===== src/rtl/ula_stack_pkg.sv =====
// Shared opcode and FSM definitions for the ULA stack engine.
// Latency: n/a (types and pure functions only).
// Backpressure: n/a.
package ula_stack_pkg;

    typedef enum logic [3:0] {
        OP_NOP     = 4'd0,
        OP_PUSH    = 4'd1,
        OP_POP     = 4'd2,
        OP_DUP     = 4'd3,
        OP_ROT_TWO = 4'd4,
        OP_ADD     = 4'd5,
        OP_SUB     = 4'd6,
        OP_MUL     = 4'd7,
        OP_AND     = 4'd8,
        OP_OR      = 4'd9,
        OP_XOR     = 4'd10,
        OP_CMP_LT  = 4'd11,
        OP_CMP_EQ  = 4'd12
    } op_e;

    typedef enum logic {
        IDLE = 1'b0,
        MUL  = 1'b1
    } state_e;

    // Minimum number of stack entries an opcode consumes.
    function automatic logic [1:0] needs_operands(input logic [3:0] op);
        logic [1:0] n;
        case (op)
            OP_POP, OP_DUP:                         n = 2'd1;
            OP_ROT_TWO, OP_ADD, OP_SUB, OP_MUL,
            OP_AND, OP_OR, OP_XOR,
            OP_CMP_LT, OP_CMP_EQ:                   n = 2'd2;
            default:                                n = 2'd0;
        endcase
        return n;
    endfunction

    // Opcodes that grow the stack by one entry.
    function automatic logic pushes(input logic [3:0] op);
        return (op == OP_PUSH) || (op == OP_DUP);
    endfunction

endpackage


===== src/rtl/ula_seq_mul.sv =====
// Iterative shift-add multiplier, one multiplier bit per cycle, product truncated to WIDTH.
// Latency: start at edge E, done asserted during the WIDTH-th cycle after E (product valid with done).
// Backpressure: none; start is only legal while idle, the caller holds off commands until done.
// Ports: start/multiplicand/multiplier load operands; done + product present the final sum combinationally.
module ula_seq_mul #(
    parameter int WIDTH = 24
) (
    input  logic             clk,
    input  logic             reset,
    input  logic             start,
    input  logic [WIDTH-1:0] multiplicand,
    input  logic [WIDTH-1:0] multiplier,
    output logic             done,
    output logic [WIDTH-1:0] product
);

    localparam int CNTW = $clog2(WIDTH + 1);

    logic [WIDTH-1:0] mcand;
    logic [WIDTH-1:0] mplier;
    logic [WIDTH-1:0] acc;
    logic [CNTW-1:0]  cnt;
    logic             run;
    logic [WIDTH-1:0] partial;

    // product is the accumulator after this cycle's step, so the final
    // step's result can be consumed in the same cycle done is high.
    assign partial = mplier[0] ? mcand : '0;
    assign product = acc + partial;
    assign done    = run && (cnt == CNTW'(WIDTH - 1));

    always_ff @(posedge clk) begin
        if (reset) begin
            run    <= 1'b0;
            cnt    <= '0;
            acc    <= '0;
            mcand  <= '0;
            mplier <= '0;
        end else if (start) begin
            run    <= 1'b1;
            cnt    <= '0;
            acc    <= '0;
            mcand  <= multiplicand;
            mplier <= multiplier;
        end else if (run) begin
            acc    <= product;
            mcand  <= mcand << 1;
            mplier <= mplier >> 1;
            cnt    <= cnt + CNTW'(1);
            if (done) begin
                run <= 1'b0;
            end
        end
    end

endmodule


===== src/rtl/ula_stack_engine.sv =====
// Operand stack with bytecode ALU (push/pop/dup/rot, arith, logic, compare) behind a valid/ready port.
// Latency: single-cycle ops visible the cycle after acceptance; MUL result ULA_WIDTH+1 cycles after.
// Backpressure: cmd_ready drops for the whole multiply; faulting commands are still accepted.
// Ports: cmd_* command handshake; tos_out/nos_out/stack_count stack view; busy; sticky err_* with err_clear.
module ula_stack_engine
    import ula_stack_pkg::*;
#(
    parameter int DATA_WIDTH  = 8,
    parameter int ULA_WIDTH   = 24,
    parameter int STACK_DEPTH = 16
) (
    input  logic                             clk,
    input  logic                             reset,
    input  logic                             cmd_valid,
    output logic                             cmd_ready,
    input  logic [3:0]                       cmd_op,
    input  logic [DATA_WIDTH-1:0]            cmd_data,
    output logic [ULA_WIDTH-1:0]             tos_out,
    output logic [ULA_WIDTH-1:0]             nos_out,
    output logic [$clog2(STACK_DEPTH+1)-1:0] stack_count,
    output logic                             busy,
    output logic                             err_underflow,
    output logic                             err_overflow,
    output logic                             err_illegal,
    input  logic                             err_clear
);

    localparam int CW = $clog2(STACK_DEPTH + 1);
    localparam int AW = $clog2(STACK_DEPTH);

    logic [ULA_WIDTH-1:0] mem [STACK_DEPTH];
    logic [CW-1:0]        ptr;
    logic [CW-1:0]        ptr_nxt;
    state_e               state;

    logic [AW-1:0]        tos_idx, nos_idx, push_idx;
    logic [ULA_WIDTH-1:0] tos_val, nos_val, imm, alu_res;
    logic                 accept, new_under, new_over, new_ill, fault;
    logic                 wr_en, wr2_en, mul_start, mul_done;
    logic [AW-1:0]        wr_idx, wr2_idx;
    logic [ULA_WIDTH-1:0] wr_dat, wr2_dat, mul_product;

    // Index arithmetic may go out of range when ptr is small or full;
    // every use is gated by count or by the fault checks.
    assign tos_idx  = AW'(ptr - CW'(1));
    assign nos_idx  = AW'(ptr - CW'(2));
    assign push_idx = AW'(ptr);

    assign tos_val = (ptr >= CW'(1)) ? mem[tos_idx] : '0;
    assign nos_val = (ptr >= CW'(2)) ? mem[nos_idx] : '0;

    assign tos_out     = tos_val;
    assign nos_out     = nos_val;
    assign stack_count = ptr;

    assign imm = ULA_WIDTH'($signed(cmd_data));

    assign accept    = cmd_valid && cmd_ready;
    assign new_ill   = accept && (cmd_op > OP_CMP_EQ);
    assign new_under = accept && (ptr < CW'(needs_operands(cmd_op)));
    assign new_over  = accept && pushes(cmd_op) && (ptr == CW'(STACK_DEPTH));
    assign fault     = new_ill || new_under || new_over;

    // Operand a = NOS, b = TOS.
    always_comb begin
        alu_res = '0;
        case (cmd_op)
            OP_ADD:    alu_res = nos_val + tos_val;
            OP_SUB:    alu_res = nos_val - tos_val;
            OP_AND:    alu_res = nos_val & tos_val;
            OP_OR:     alu_res = nos_val | tos_val;
            OP_XOR:    alu_res = nos_val ^ tos_val;
            OP_CMP_LT: alu_res = ULA_WIDTH'($signed(nos_val) < $signed(tos_val));
            OP_CMP_EQ: alu_res = ULA_WIDTH'(nos_val == tos_val);
            default:   alu_res = '0;
        endcase
    end

    // Stack update decode; a second write port exists only for ROT_TWO.
    always_comb begin
        wr_en     = 1'b0;
        wr_idx    = push_idx;
        wr_dat    = alu_res;
        wr2_en    = 1'b0;
        wr2_idx   = nos_idx;
        wr2_dat   = tos_val;
        ptr_nxt   = ptr;
        mul_start = 1'b0;
        if (state == MUL) begin
            if (mul_done) begin
                wr_en   = 1'b1;
                wr_idx  = nos_idx;
                wr_dat  = mul_product;
                ptr_nxt = ptr - CW'(1);
            end
        end else if (accept && !fault) begin
            case (cmd_op)
                OP_PUSH: begin
                    wr_en   = 1'b1;
                    wr_dat  = imm;
                    ptr_nxt = ptr + CW'(1);
                end
                OP_POP: ptr_nxt = ptr - CW'(1);
                OP_DUP: begin
                    wr_en   = 1'b1;
                    wr_dat  = tos_val;
                    ptr_nxt = ptr + CW'(1);
                end
                OP_ROT_TWO: begin
                    wr_en  = 1'b1;
                    wr_idx = tos_idx;
                    wr_dat = nos_val;
                    wr2_en = 1'b1;
                end
                OP_MUL: mul_start = 1'b1;
                OP_ADD, OP_SUB, OP_AND, OP_OR, OP_XOR, OP_CMP_LT, OP_CMP_EQ: begin
                    wr_en   = 1'b1;
                    wr_idx  = nos_idx;
                    ptr_nxt = ptr - CW'(1);
                end
                default: ;
            endcase
        end
    end

    always_ff @(posedge clk) begin
        if (!reset) begin
            if (wr_en) begin
                mem[wr_idx] <= wr_dat;
            end
            if (wr2_en) begin
                mem[wr2_idx] <= wr2_dat;
            end
        end
    end

    always_ff @(posedge clk) begin
        if (reset) begin
            ptr           <= '0;
            state         <= IDLE;
            busy          <= 1'b0;
            cmd_ready     <= 1'b1;
            err_underflow <= 1'b0;
            err_overflow  <= 1'b0;
            err_illegal   <= 1'b0;
        end else begin
            ptr <= ptr_nxt;
            // err_clear drops old flags while still latching a same-cycle error.
            err_underflow <= new_under || (err_underflow && !err_clear);
            err_overflow  <= new_over  || (err_overflow  && !err_clear);
            err_illegal   <= new_ill   || (err_illegal   && !err_clear);
            case (state)
                IDLE: begin
                    if (mul_start) begin
                        state     <= MUL;
                        busy      <= 1'b1;
                        cmd_ready <= 1'b0;
                    end
                end
                MUL: begin
                    if (mul_done) begin
                        state     <= IDLE;
                        busy      <= 1'b0;
                        cmd_ready <= 1'b1;
                    end
                end
                default: state <= IDLE;
            endcase
        end
    end

    ula_seq_mul #(
        .WIDTH(ULA_WIDTH)
    ) u_mul (
        .clk          (clk),
        .reset        (reset),
        .start        (mul_start),
        .multiplicand (nos_val),
        .multiplier   (tos_val),
        .done         (mul_done),
        .product      (mul_product)
    );

endmodule


===== config.mk =====
export PLATFORM = sky130hd
export DESIGN_NAME = ula_stack_engine
export DESIGN_NICKNAME = d
export VERILOG_FILES = /design/src/rtl/ula_stack_pkg.sv /design/src/rtl/ula_seq_mul.sv /design/src/rtl/ula_stack_engine.sv
export SDC_FILE = /design/constraint.sdc
export NUM_CORES = 1
export LEC_CHECK = 0
export BUFFER_PORTS_ARGS = -buffer_cell sky130_fd_sc_hd__buf_4
export CORE_ASPECT_RATIO = 0.5
export CORE_MARGIN = 2
export CORE_UTILIZATION = 25
export CTS_CLUSTER_SIZE = 30
export DETAILED_ROUTE_END_ITERATION = 7
export PLACE_DENSITY = 0.37
export SLEW_MARGIN = 20
export SYNTH_ARGS = -nofsm -noshare
export SYNTH_HDL_FRONTEND = slang
export SYNTH_HIERARCHICAL = 1
export SYNTH_SLANG_ARGS = --single-unit

===== constraint.sdc =====
create_clock -name clk -period 11.39 [get_ports clk]
set_input_delay 2.278 -clock clk [delete_from_list [all_inputs] [get_ports clk]]
set_output_delay 2.278 -clock clk [all_outputs]
set_load 0.005 [all_outputs]

Word-level counts from Yosys, hierarchy flattened
Memory sizes are Yosys's and may differ from the RTL's.
Index checks and enable logic that the tools add are counted.
{"block": "classes", "n_eq_ne": 17, "n_lt_le_gt_ge": 5, "add_sub_neg": 7, "n_reduce_logical": 28, "n_mux": 47, "bitwise": 4}
{"op": "$mux 24", "count": 10}
{"op": "$pmux 24 s7", "count": 1}
{"op": "$pmux 24 s3", "count": 1}
{"op": "$add 24x24->24", "count": 2}
{"op": "$and 24x24->24", "count": 1}
{"op": "$eq 24x24->1", "count": 1}
{"op": "$lt 24x24->1", "count": 1}
{"op": "$mux 1", "count": 24}
{"op": "$or 24x24->24", "count": 1}
{"op": "$sub 24x24->24", "count": 1}
{"op": "$xor 24x24->24", "count": 1}
{"op": "$eq 4x4->1 const B", "count": 5}
{"op": "$eq 4x3->1 const B", "count": 4}
{"op": "$mux 5", "count": 3}
{"op": "$mux 4", "count": 3}
{"op": "$add 5x1->5 const B", "count": 2}
{"op": "$eq 5x5->1 const B", "count": 2}
{"op": "$logic_and 1x1->1", "count": 10}
{"op": "$pmux 5 s2", "count": 1}
{"op": "$reduce_or 10->1", "count": 1}
{"op": "$eq 4x2->1 const B", "count": 2}
{"op": "$pmux 4 s2", "count": 1}
{"op": "$reduce_or 8->1", "count": 1}
{"op": "$reduce_or 7->1", "count": 1}
{"op": "18 further kinds", "count": 28}
{"block": "word_totals", "output_inout_bits": 58, "rom_bits": 32, "mem_count": 2, "inputBits": 16, "reg_bits": 89, "wordCells": 122, "ramBits": 384}
{"name": "mem", "depth": 16, "width": 24, "read_ports": 2, "rd_clocked_by_memory_dff": 0, "wr": 2, "line": "ula_stack_engine.sv:31", "source": "logic [ULA_WIDTH-1:0] mem [STACK_DEPTH];"}
{"name": "(no name shown)", "depth": 16, "width": 2, "read_ports": 1, "rd_clocked_by_memory_dff": 0, "wr": 0, "line": "ula_stack_pkg.sv:30", "source": "case (op)"}

Depth between registers and ports, before layout
{"block": "logic_depth", "ltp_word": 12, "mapped_depth": 32, "mapped_depth_nobuf": 20}

Cells and area by module
Netlist, hierarchy kept.
{"mod": "ula_stack_engine", "area_per_inst_um2": 27904.3, "cells_each": 2449, "n_inst": 1, "seq_area_each_um2": 11751.3}
{"mod": "ula_seq_mul", "area_per_inst_um2": 4598.2, "cells_each": 570, "n_inst": 1, "seq_area_each_um2": 1561.5}

Worst setup path before layout
No wires, ideal clock.
{"block": "synth_path", "path_kind": "flip-flop to flip-flop", "from": "register ptr[1], in the netlist stack_count[1]", "to": "memory mem[0][22], data pin", "setup_slack_ns": 3.455, "setup_time_ns": 0.276, "n_path_buf": 12, "t_arrival_ns": 7.660, "required_ns": 11.114, "period_less_slack_ns": 7.935, "path_stages_with_launch": 32, "path_cell_list": "dfxtp_1 clkbuf_1 buf_2 buf_1 clkbuf_1 inv_1 ha_1 buf_4 buf_4 buf_4 buf_4 buf_2 clkbuf_1 mux4_2 nand2_1 nand3_1 nand3_1 clkbuf_1 inv_1 fa_1 nor2b_1 o31a_1 o21ai_0 a211oi_1 or3_1 a21o_1 a311oi_1 xor2_1 o21ai_0 a211oi_2 buf_2 mux2i_1"}
{"item": "start, declared", "line": "ula_stack_engine.sv:32", "source": "logic [CW-1:0] ptr;"}
{"item": "start signal, assigned", "line": "ula_stack_engine.sv:147", "source": "ptr <= ptr_nxt;"}
{"item": "end, declared", "line": "ula_stack_engine.sv:31"}

==> impl_table.tex <==
\begin{tabular}{lr}
\hline
Metric & Value \\
\hline
\multicolumn{2}{l}{\textbf{CTS}} \\
\quad Maximum buffer depth of the clock tree & 3 \\
\quad Number of buffers inserted to repair setup after CTS & 0 \\
\quad Clk\_lat worst skew & 670 ps \\
\quad Number of buffers inserted for hold repair after clock tree synthesis & 0 \\
\quad CTS tree & built \\
\quad Cells resized by post-CTS repair & 0 \\
\quad Clock Sink Count & approximately 470 \\
\quad Number of clock buffers inserted by TritonCTS & 53 \\
\quad Clk Tree Root Cell & sky130\_fd\_sc\_hd\_\_clkbuf\_16 \\
\quad Clock transition at the registers of the reported paths & 60 ps \\
\quad Depth of the CTS H-tree & 2 \\
\multicolumn{2}{l}{\textbf{Synth}} \\
\quad Ys flop type & sky130\_fd\_sc\_hd\_\_edfxtp\_1 \\
\quad Total standard cell area after synthesis & 32500 um\^{}2 \\
\quad Part of the Yosys area used for sequential elements & 0.4096 \\
\quad Synthesized instance count & 3019 \\
\quad Share of synthesized cell area in full adder, half adder and majority cells & 0.04188 \\
\quad Number of nets produced by synthesis & 3142 \\
\quad Dominant combinational cell family by area after synthesis & multiplexers \\
\quad Flop and latch count out of synthesis & 473 \\
\quad Number of enable-type register cells in the synthesized netlist & $\sim$380 \\
\quad Average footprint of a synthesized cell & 10.77 um\^{}2 \\
\quad Multiplexer share of the synthesized area & 0.2438 \\
\quad Count of unique library cells instantiated by Yosys & 94 \\
\quad Fraction of synthesized cell area in xor and xnor cells & 0.01347 \\
\quad Number of warnings issued by yosys & 6 \\
\quad Compound-gate portion of the synthesized area & 0.1241 \\
\quad Area fraction in and, or, nand and nor cells after synthesis & 0.1210 \\
\quad Async S/R FF share, synth & 0 \\
\multicolumn{2}{l}{\textbf{Timing}} \\
\quad Max Slew Vio Count & 0 \\
\quad Slew at the pin closest to its max-slew limit & 1197 ps \\
\quad Final setup viols & 0 \\
\quad Final period util & 0.6982 \\
\quad Sum of negative setup slack & 0 ps \\
\quad Max Freq & approximately 130 MHz \\
\quad Worst rel slew slack & 0.2020 \\
\quad Setup skew after layout & 28.09 ps \\
\quad Final Hold Fails & 0 \\
\quad Final period demand of the worst path & 7952 ps \\
\quad RSZ-0062 raised after global routing & false \\
\multicolumn{2}{l}{\textbf{Global route}} \\
\quad GR Util All Layers & 0.2109 \\
\quad Antenna violations before repair & 4 \\
\quad Remaining global-route overflow & 0 \\
\quad Global-route wire length before repair & 201.1 mm \\
\quad Number of global-route vias before repair & 25235 \\
\quad Maximum number of pins on one net before global-route repair & 100 \\
\multicolumn{2}{l}{\textbf{Run status}} \\
\quad Status & complete, no violations \\
\multicolumn{2}{l}{\textbf{Routing}} \\
\quad Router iterations before antenna repair & 6 \\
\quad Total number of vias & 26110 \\
\quad Wire per inst & approximately 30 um \\
\quad Initial DRC count & 2997 \\
\quad DRC violations left & 0 \\
\quad Routed WL & 143.3 mm \\
\quad Antenna Nets Post-Route & 0 \\
\quad Detail-routed via count per cell & 5.470 \\
\multicolumn{2}{l}{\textbf{Place}} \\
\quad Cell area after placement & $\sim$35000 um\^{}2 \\
\quad Final RePlAce weighted congestion & $\sim$0.86 \\
\quad Post-detail-place hpwl & 93.69 mm \\
\quad Port Buffers & 73 \\
\multicolumn{2}{l}{\textbf{Critical path}} \\
\quad Slowest stage cell, crit path & sky130\_fd\_sc\_hd\_\_nand3\_1 \\
\quad Worst stage delay on the critical path & 900 ps \\
\quad Worst Path Max Fanout & 38 \\
\quad Element type at the critical path start & flip-flop \\
\quad Crit. End Element & flip-flop \\
\quad Worst R2R Path Depth & 19 \\
\quad Critical Path AT & approximately 8300 ps \\
\quad Cell chain of the critical path & inv\_1, ha\_4, buf\_4, mux4\_2, nand2\_1, nand3\_1, nand3\_1, buf\_4, ha\_1, or3\_1, o2111ai\_1, a21oi\_1, o21ba\_2, o211ai\_1, o211ai\_1, o311ai\_0, nand3\_1, nor2\_1, a21oi\_1 \\
\quad Delay-heaviest family, CP & simple AND/OR/NAND/NOR gates \\
\quad Cell repeated most along the worst path & sky130\_fd\_sc\_hd\_\_nand3\_1 \\
\quad Data required time of the worst path & 11770 ps \\
\quad Worst r2r src & stack\_count[0] \\
\quad Combined buffer and inverter count along the critical path & 3 \\
\quad Capturing point of the worst reg2reg path & mem[12][13] \\
\quad Worst Setup Path Type & flip-flop to flip-flop \\
\quad Minimum setup slack among reg-to-reg paths & between 3000 and 4000 ps \\
\multicolumn{2}{l}{\textbf{Pwr}} \\
\quad PD cells & 191.0 nW/um\^{}2 \\
\quad Maximum VDD drop & 125.8 uV \\
\quad Leakage power summed over all cells & around 14 nW \\
\multicolumn{2}{l}{\textbf{Floorplan}} \\
\quad Die Ht & 259.0 um \\
\quad Starting density of the core & 0.2523 \\
\quad Area of the die & $\sim$130000 um\^{}2 \\
\quad Core Area & 128800 um\^{}2 \\
\quad Width of the die & a little over 500 um \\
\quad Number of placed I/O pins & 74 \\
\quad Number of placement rows & 93 \\
\multicolumn{2}{l}{\textbf{Worst hold path}} \\
\quad Worst Min Path Start & err\_overflow \\
\quad Hold path depth & 2 \\
\quad Hold Crit Class & flip-flop to flip-flop \\
\quad Hold Path Sink & err\_overflow \\
\multicolumn{2}{l}{\textbf{Final layout}} \\
\quad Leading cell type in the layout, fill and taps excluded & sky130\_fd\_sc\_hd\_\_edfxtp\_1 \\
\quad Filler cells & 13274 \\
\quad Sequential cell area & approximately 13000 um\^{}2 \\
\quad Area of the multi-input gates & between 15000 and 20000 um\^{}2 \\
\quad Proportion of layout cells with a drive suffix above 1 & 0.1936 \\
\quad Final net count & about 3100 \\
\quad Design Area, Final & 37040 um\^{}2 \\
\quad Fraction of the core area covered by cells at the end of the flow & 0.2875 \\
\quad Most frequent cells in the layout & sky130\_fd\_sc\_hd\_\_edfxtp\_1 (384), sky130\_fd\_sc\_hd\_\_nor2\_1 (376), sky130\_fd\_sc\_hd\_\_a21oi\_1 (309) \\
\quad Synth-to-layout area growth & 13.95\% \\
\multicolumn{2}{l}{\textbf{Run}} \\
\quad Reported max-cap violation count & 0 \\
\hline
\end{tabular}
Yosys cell counts (all sizes together) (32+ instances only):
| library cell | number | area share |
|---|---|---|
| edfxtp | 384 | 0.35 |
| nand3 | 89 | 0.014 |
| nand2 | 222 | 0.026 |
| inv | 92 | 0.011 |
| o21ai | 105 | 0.016 |
| a21oi | 314 | 0.049 |
| and2 | 44 | 0.0085 |
| dfxtp | 89 | 0.055 |
| mux4 | 212 | 0.15 |
| ha | 104 | 0.040 |
| nor2 | 377 | 0.044 |
| clkbuf | 166 | 0.019 |
| xnor2 | 32 | 0.0086 |
| buf | 93 | 0.016 |
| nor3 | 38 | 0.0059 |
| mux2i | 281 | 0.090 |
tightest hold or removal path: cells and delay by family (launching register included):
family | cells | cell delay (ps)
compound gates | 1 | 50
simple gates | 1 | 60
flops | 1 | 300
registers in the layout (all words and copies together), names as in the netlist, 5 cells and up:
signal	flops
u_mul/cnt	5
u_mul/mplier	24
u_mul/acc	24
mem	384
stack_count	5
u_mul/mcand	24
through the flow:
step	worst slack, ps	std cells	hold WS (ps)	total power [mW]
after global routing	2860	4768	492.7	7.418
after global placement	3384	4665	452.2	5.306
after detailed placement	3255	4668	455.5	5.352
final	3438	4773	465.1	7.075
after CTS	3212	4768	464.0	7.074
after floorplan	3455	3019	449.0	4.185
report_power, final:
part	internal (mW)	total [mW]	switching [mW]	leakage, nW
Combinational	1.14	3.26	2.13	9.04
Sequential	2.09	2.11	0.0205	4.24
Clock	0.892	1.70	0.812	0.788
worst max-delay path by stage:
stage	startpoint	end	slack [ps]	cells past startpoint
3_3_place_gp	stack_count[0]	mem[7][0]	3380	19
5_1_grt	stack_count[0]	mem[7][18]	2860	19
3_5_place_dp	stack_count[0]	mem[2][0]	3260	20
2_1_floorplan	stack_count[1]	mem[0][22]	3450	31
6_report	stack_count[0]	mem[12][13]	3440	19
4_1_cts	stack_count[0]	mem[0][0]	3210	20
layer usage:
layer	routed length, um	vias to the layer above	track usage
li1	-	11334	-
met1	67220	13559	0.3090
met2	62210	1030	0.3200
met3	10010	185	0.03561
met4	3798	2	0.05498
met5	10	-	0
layout make-up:
cell class,instances,area share
clock buffers,71,0.03790
inverters,92,0.009357
well taps,1710,0.05777
multi-input cells,2195,0.4875
clock inverters,29,0.005337
diodes,5,0.0003378
repair buffers,198,0.04209
flip-flops and latches,473,0.3597
cell families (layout without fill, tap and decap cells):
logic type | after synthesis | in the layout
AND/OR/NAND/NOR | 885 | 885
AO/OA/AOI/OAI | 645 | 645
multiplexers | 511 | 511
flip-flops | 473 | 473
buffers and inverters | 351 | 390
adder cells (fa/ha/maj) | 107 | 107
XOR/XNOR | 47 | 47
other | 0 | 5
Power figures use the tool's default switching activity.
